<file path="src/rtl/slot_credit_ctrl.sv">
// Credit/play controller for a slot-machine mode core: takes coins, bets, times the spin, pays out wins.
// Optional SLOT_JACKPOT_EN macro enables a jackpot payout when spin_out matches JACKPOT_VALUE.
module slot_credit_ctrl #(
  parameter int unsigned CW            = 8,
  parameter int unsigned BET           = 1,
  parameter int unsigned PAY_WIN       = 10,
  parameter int unsigned PAY_JACKPOT   = 100,
  parameter int unsigned JACKPOT_VALUE = 777,
  parameter int unsigned HOLD_CYCLES   = 16,
  parameter int unsigned SETTLE_CYCLES = 8
) (
  input  logic          clk,
  input  logic          rst,
  input  logic          coin,
  input  logic          play,
  input  logic [9:0]    spin_out,
  input  logic          spin_won,
  output logic          start,
  output logic [CW-1:0] credits,
  output logic          busy,
  output logic          win_flag,
  output logic [9:0]    last_out
);

  localparam int unsigned TMAX = (HOLD_CYCLES > SETTLE_CYCLES) ? HOLD_CYCLES : SETTLE_CYCLES;
  localparam int unsigned TW   = (TMAX > 1) ? $clog2(TMAX) : 1;
  // Arithmetic width with headroom so coin + payout never wraps before saturation.
  localparam int unsigned SW   = CW + 16;
  localparam logic [SW-1:0] CMAX = SW'({CW{1'b1}});

  typedef enum logic [1:0] {
    IDLE   = 2'd0,
    SPIN   = 2'd1,
    SETTLE = 2'd2,
    EVAL   = 2'd3
  } state_e;

  state_e        state_q, state_d;
  logic [TW-1:0] timer_q, timer_d;
  logic [CW-1:0] credits_q, credits_d;
  logic          start_q, start_d;
  logic          busy_q, busy_d;
  logic          win_flag_q, win_flag_d;
  logic [9:0]    last_out_q, last_out_d;

  logic          bet_c;
  logic [SW-1:0] pay_c;
  logic [SW-1:0] sum_c;
  logic [SW-1:0] win_pay_c;

`ifdef SLOT_JACKPOT_EN
  assign win_pay_c = (spin_out == 10'(JACKPOT_VALUE)) ? SW'(PAY_JACKPOT) : SW'(PAY_WIN);
`else
  logic unused_jackpot_c;
  assign win_pay_c        = SW'(PAY_WIN);
  assign unused_jackpot_c = ^{JACKPOT_VALUE, PAY_JACKPOT};
`endif

  // Next-state, timer, credit arithmetic and output decode.
  always_comb begin
    state_d    = state_q;
    timer_d    = timer_q;
    win_flag_d = win_flag_q;
    last_out_d = last_out_q;
    bet_c      = 1'b0;
    pay_c      = '0;

    case (state_q)
      IDLE: begin
        // Guard uses the registered balance, so a same-cycle coin cannot fund the bet.
        if (play && (SW'(credits_q) >= SW'(BET))) begin
          state_d    = SPIN;
          timer_d    = TW'(HOLD_CYCLES - 1);
          win_flag_d = 1'b0;
          bet_c      = 1'b1;
        end
      end
      SPIN: begin
        if (timer_q == '0) begin
          state_d = SETTLE;
          timer_d = TW'(SETTLE_CYCLES - 1);
        end else begin
          timer_d = timer_q - TW'(1);
        end
      end
      SETTLE: begin
        if (timer_q == '0) begin
          state_d = EVAL;
        end else begin
          timer_d = timer_q - TW'(1);
        end
      end
      EVAL: begin
        state_d    = IDLE;
        last_out_d = spin_out;
        win_flag_d = spin_won;
        if (spin_won) begin
          pay_c = win_pay_c;
        end
      end
      default: begin
        state_d = IDLE;
        timer_d = '0;
      end
    endcase

    sum_c     = SW'(credits_q) + SW'(coin) + pay_c - (bet_c ? SW'(BET) : SW'(0));
    credits_d = (sum_c > CMAX) ? CW'(CMAX) : CW'(sum_c);
    start_d   = (state_d == SPIN);
    busy_d    = (state_d != IDLE);
  end

  always_ff @(posedge clk or negedge rst) begin
    if (!rst) begin
      state_q    <= IDLE;
      timer_q    <= '0;
      credits_q  <= '0;
      start_q    <= 1'b0;
      busy_q     <= 1'b0;
      win_flag_q <= 1'b0;
      last_out_q <= '0;
    end else begin
      state_q    <= state_d;
      timer_q    <= timer_d;
      credits_q  <= credits_d;
      start_q    <= start_d;
      busy_q     <= busy_d;
      win_flag_q <= win_flag_d;
      last_out_q <= last_out_d;
    end
  end

  assign start    = start_q;
  assign credits  = credits_q;
  assign busy     = busy_q;
  assign win_flag = win_flag_q;
  assign last_out = last_out_q;

endmodule

</file>
<file path="config.mk">
export PLATFORM = sky130hd
export DESIGN_NAME = slot_credit_ctrl
export DESIGN_NICKNAME = d
export VERILOG_FILES = /design/src/rtl/slot_credit_ctrl.sv
export SDC_FILE = /design/constraint.sdc
export NUM_CORES = 1
export LEC_CHECK = 0
export CORE_AREA = 2 2 95 60
export CTS_CLUSTER_DIAMETER = 50
export DETAILED_ROUTE_END_ITERATION = 7
export DIE_AREA = 0 0 97 62
export HOLD_SLACK_MARGIN = 0.02
export PLACE_DENSITY = 0.6
export SLEW_MARGIN = 40
export SYNTH_ARGS = -nofsm -noshare
export SYNTH_HDL_FRONTEND = slang
export SYNTH_SLANG_ARGS = --single-unit
</file>
<file path="constraint.sdc">
create_clock -name clk -period 12.3 [get_ports clk]
set_input_delay 1.845 -clock clk [delete_from_list [all_inputs] [get_ports clk]]
set_output_delay 1.845 -clock clk [all_outputs]
set_load 0.005 [all_outputs]
</file>
# Yosys cells after proc, flatten, opt, wreduce, memory -nomap -nowiden
# Index checks and enable logic that the tools add are counted.
[word_totals]
reg_bits = 27
in_bits = 15
out_inout_bits = 21
elab_cells = 43
[classes]
addsub = 4
order_cmp = 2
eq_ne = 6
n_mux = 16
n_reduce_logical = 8
[op_table]
columns = ["operator", "n"]
rows = [
  ["adder 9 x 24 -> 24 bit", 1],
  ["> comparator 24 x 8 -> 1 bit (second input constant)", 1],
  ["subtractor 24 x 1 -> 24 bit", 1],
  ["two-way mux 4 bit", 5],
  ["case mux 4 bit (3 select lines)", 1],
  ["adder 8 x 1 -> 9 bit", 1],
  ["greater-or-equal comparator 8 x 1 -> 1 bit (second input constant)", 1],
  ["two-way mux 8 bit", 1],
  ["case mux 2 bit (4 select lines)", 1],
  ["two-way mux 2 bit", 3],
  ["== test 2 x 1 -> 1 bit (second input constant)", 2],
  ["== test 2 bit (second input constant)", 2],
  ["zero test 4 bit", 1],
  ["two-way mux 1 bit", 4],
  ["inequality test 2 bit (second input constant)", 2],
  ["nonzero test 2 bit", 2],
  ["subtractor 4 x 1 -> 4 bit (second input constant)", 1],
  ["AND reduction 3 bit", 1],
  ["nonzero test 3 bit", 1],
  ["zero test 2 bit", 1],
  ["case mux 1 bit (2 select lines)", 1],
  ["AND reduction 2 bit", 1],
  ["logical AND 1 bit", 1],
]

# Longest topological paths before layout
[logic_depth]
depth_word = 8
ltp_mapped = 20
ltp_nobuf = 20

# Least setup slack after synthesis
# OpenSTA, ideal clock, no wires.
[synth_path]
path_type = "input -> register"
start = "in play"
end = "reg credits_q[3] (netlist: credits[3])"
arrival_ns = 4.971
t_required_ns = 12.161
slack_ns = 7.190
stages = 18
n_path_buf = 0
cell_sequence = "nand3b_1 o211ai_2 and2_2 ha_1 inv_1 ha_1 fa_1 a211oi_1 nor2_1 o311ai_0 a21oi_1 nor2_1 ha_1 nand2_1 nor4_1 a22oi_1 a32oi_4 o21ai_0"
[synth_via]
elab_chain_len = 7
[synth_rtl]
columns = ["item", "line_no", "text"]
rows = [
  ["from (decl)", "15", "input logic play,"],
  ["logical AND 1 bit (*)", "71", "if (play && (SW'(credits_q) >= SW'(BET))) begin"],
  ["two-way mux 1 bit (*)", "71", ""],
  ["two-way mux 1 bit (*)", "68", "case (state_q)"],
  ["two-way mux 1 bit (*)", "107", "sum_c = SW'(credits_q) + SW'(coin) + pay_c - (bet_c ? SW'(BET) : SW'(0));"],
  ["subtractor 24 x 1 -> 24 bit (*)", "107", ""],
  ["> comparator 24 x 8 -> 1 bit", "108", "credits_d = (sum_c > CMAX) ? CW'(CMAX) : CW'(sum_c);"],
  ["two-way mux 8 bit (*)", "108", ""],
  ["net credits_d[3]", "40", "logic [CW-1:0] credits_q, credits_d;"],
  ["to (signal assigned)", "125", "credits_q <= credits_d;"],
  ["to (decl)", "40", ""],
]
# Mark *: on every way through the listed nets, which the timed path passes. The rest lies on a longest branch.
# A chain may end at the register's enable or synchronous reset.

# Worst setup path after layout
[layout_path]
start = "in play"
end = "reg credits_q[4] (netlist: credits[4])"
# The elaborated chain is that of the path after synthesis.

==> run metrics <==
Netlist Area Pre-Place 1760 um2; # rows 21; Clock transition at path regs 0.10 ns; final non-filler cell total 276; maximum net fanout on the critical path 7; gr usage total 13.1%; syn_area_per_cell 10.4 um2; Setup Buffers After CTS 0; vias 1296; largest cells by area after synthesis dfrtp_1, ha_1, mux2_2, inv_1, o21ai_0; # DRC 0; Tcrit/Tclk final 46.6%; Max-Cap Viols 0; # setup viols final 0; pre-CTS WS 6.30 ns; PwrDens 256 nW/um2; slowest CP cell clkdlybuf4s50_1; Leak 1.02 nW; CTS resizes 0; # fillers 518; most frequent cell after synthesis dfrtp_1; post-route minimum period 5.73 ns; Register-to-Register Path Depth 18; Final Instance Area 2240 um2; CTS tree yes; reg2reg end credits[4]; Syn Inst Count 169; worst skew pair latency 0.28 ns; CP Buf/Inv Count 2; fraction of the mapped netlist area in simple logic gates 9.62%; Final Power 573 uW; WP data arrival 5.88 ns; largest net degree at the start of global routing 28; Post-Syn Nets 208; end point of the critical path credits[4]; clk sinks 27; Post-synth EDFFs 0; Post-DP Area 2190 um2; worst-path cell chain clkdlybuf4s50_1 -> nand2b_1 -> o211ai_2 -> and2_2 -> ha_1 -> inv_1 -> ha_1 -> fa_1 -> a211oi_1 -> nor2_1 -> o311ai_0 -> a21oi_1 -> nor2_1 -> ha_1 -> nand2_1 -> nor4_1 -> a22oi_1 -> a32oi_4 -> o21ai_0; Max Slew Vio Count 0; Synth Area in XOR/XNOR 0.998%; antenna violations before repair 0; Critical Path Stages 19; Die Ht 62 um; register area share after synthesis 38.5%; crit-path most repeated cell ha_1; largest family of logic cells by synthesized area compound AO/OA/AOI/OAI gates; DP Wirelength 2.83 mm; CTS Buf Count 3; CTS Hold Bufs 0; Layout Skew 0.00678 ns; Hold Path Class reg2reg; Avg WL per Cell 13.1 um; gr ovfl total 0; CP endpoint kind register; DRT iter0 DRCs 42; reg-to-reg setup timing slack 7.61 ns; I/O Buffers 35; Layout area overhead 27.7%; largest area contributor in the netlist dfrtp_1; synth warn 0; asr flop ratio synth 100%; WS Path Type in2reg; slowest stage delay, CP 0.45 ns; Final Hold Vio Count 0; max_slew headroom 53.0%; Synth top area share 38.5%; total core area 5280 um2; Initial Utilization 33.2%; final wirelength 3.63 mm; Setup crit start kind input port; crit-path leading delay family compound AO/OA/AOI/OAI gates; 1st-pass router iterations 4; Ports 36; gp weighted congestion 0.856; Routed Antenna Nets 0; first-pass GRT wire length 6.13 mm; Synth top cells by count dfrtp_1, inv_1, ha_1; status finished clean; Nets 247; critical path startpoint play; H-Tree Depth 1; FMAX 174 MHz; Via density 4.70; Slew @ Worst Pin 0.705 ns; WP data required 12.45 ns; share of layout cells above drive strength 1 11.6%; ys flop type dfrtp_1; setup total negative slack 0 ns; post-synthesis adder-cell area fraction 17.5%; final antenna diode count 0; #FFs+latches synth 27; setup ws final 6.57 ns; clk root buf clkbuf_8; Die W 97 um; buffer levels on the longest clock path 2; Max VDD drop 0.107 mV; Inst Count DP 272; Compound-Gate Fraction of Synth Area 18.9%; vias in the first global route 1201; die area 6010 um2; RSZ-0062 raised after global routing false; post-synthesis mux area share 8.70%; Worst R2R Start credits[2]; distinct cell type count of the synthesized netlist 42
how the worst min path moves through the flow:
stage                      startpoint           to  slack (ns)  cells past startpoint
after global routing      last_out[2]  last_out[2]        0.55                      1
after floorplan            timer_q[3]   timer_q[3]        0.49                      2
after CTS                 last_out[6]  last_out[6]        0.52                      1
after detailed placement  last_out[6]  last_out[6]        0.50                      1
final                     last_out[2]  last_out[2]        0.51                      1
after global placement    last_out[2]  last_out[2]        0.50                      1
layout by cell type, fill, tap and decap left out, types with 2 or more instances in the layout:
cell type and instances:
clkdlybuf4s50_1 35, dfrtp_1 27, inv_1 25, ha_1 23, o21ai_0 13, mux2_2 10, nor2_1 7, nand2_1 6
nand2b_1 5, a211oi_1 5, a21oi_1 5, clkbuf_8 3, nor2b_1 2, nor4_1 2, nand3_1 2, o21bai_1 2
nor3_1 2, xnor2_1 2, a21o_1 2, o31a_1 2, o31ai_1 2, mux2_4 2
stage by stage:
stage / util, % / hold slack [ns]
after floorplan: - / 0.491
after global placement: 41.5 / 0.496
after detailed placement: 41.5 / 0.498
after CTS: 42.4 / 0.522
after global routing: 42.4 / 0.545
final: 42.4 / 0.515
cell type report:
type	instances	area (um2)	area share [%]
inverter	25	93.8	4.19
sequential	27	676	30.2
tap	69	86.3	3.85
timing repair buffer	36	358	16.0
multi-input combinational	115	978	43.7
clock inverter	1	7.51	0.335
clock buffer	3	41.3	1.84
logic make-up (layout without fill, tap and decap cells):
family                   after synthesis  after routing
AO/OA/AOI/OAI                         44             44
AND/OR/NAND/NOR                       32             32
flip-flops                            27             27
buffers and inverters                 27             65
adder cells (fa/ha/maj)               24             24
multiplexers                          13             13
XOR/XNOR                               2              2
routing by layer:
| metal | vias up | share of wire [%] | GRT usage, % |
|---|---|---|---|
| li1 | 676 | - | - |
| met1 | 593 | 60 | 21.6 |
| met2 | 22 | 36 | 17.1 |
| met3 | 5 | 3.2 | 2.35 |
| met4 | 0 | 0.99 | 3.02 |
| met5 | - | 0 | 0 |
registers in the layout, indices dropped and copies added, names as in the netlist:
register  flops
busy          1
credits       8
last_out     10
start         1
state_q       2
timer_q       4
win_flag      1
report_power, final:
part / internal [mW] / switching [mW]
logic: 0.189 / 0.176
clock network: 0.0230 / 0.0289
registers: 0.130 / 0.0262
worst reg2reg max path, delay by kind of cell (launching register included):
kind,cells,cell delay [ns]
AO/OA/AOI/OAI,7,1.68
flip-flops,1,0.43
AND/OR/NAND/NOR,6,1.37
buffers and inverters,1,0.04
adder cells (fa/ha/maj),4,1.04
No activity file was read; power rests on OpenSTA's default activity.
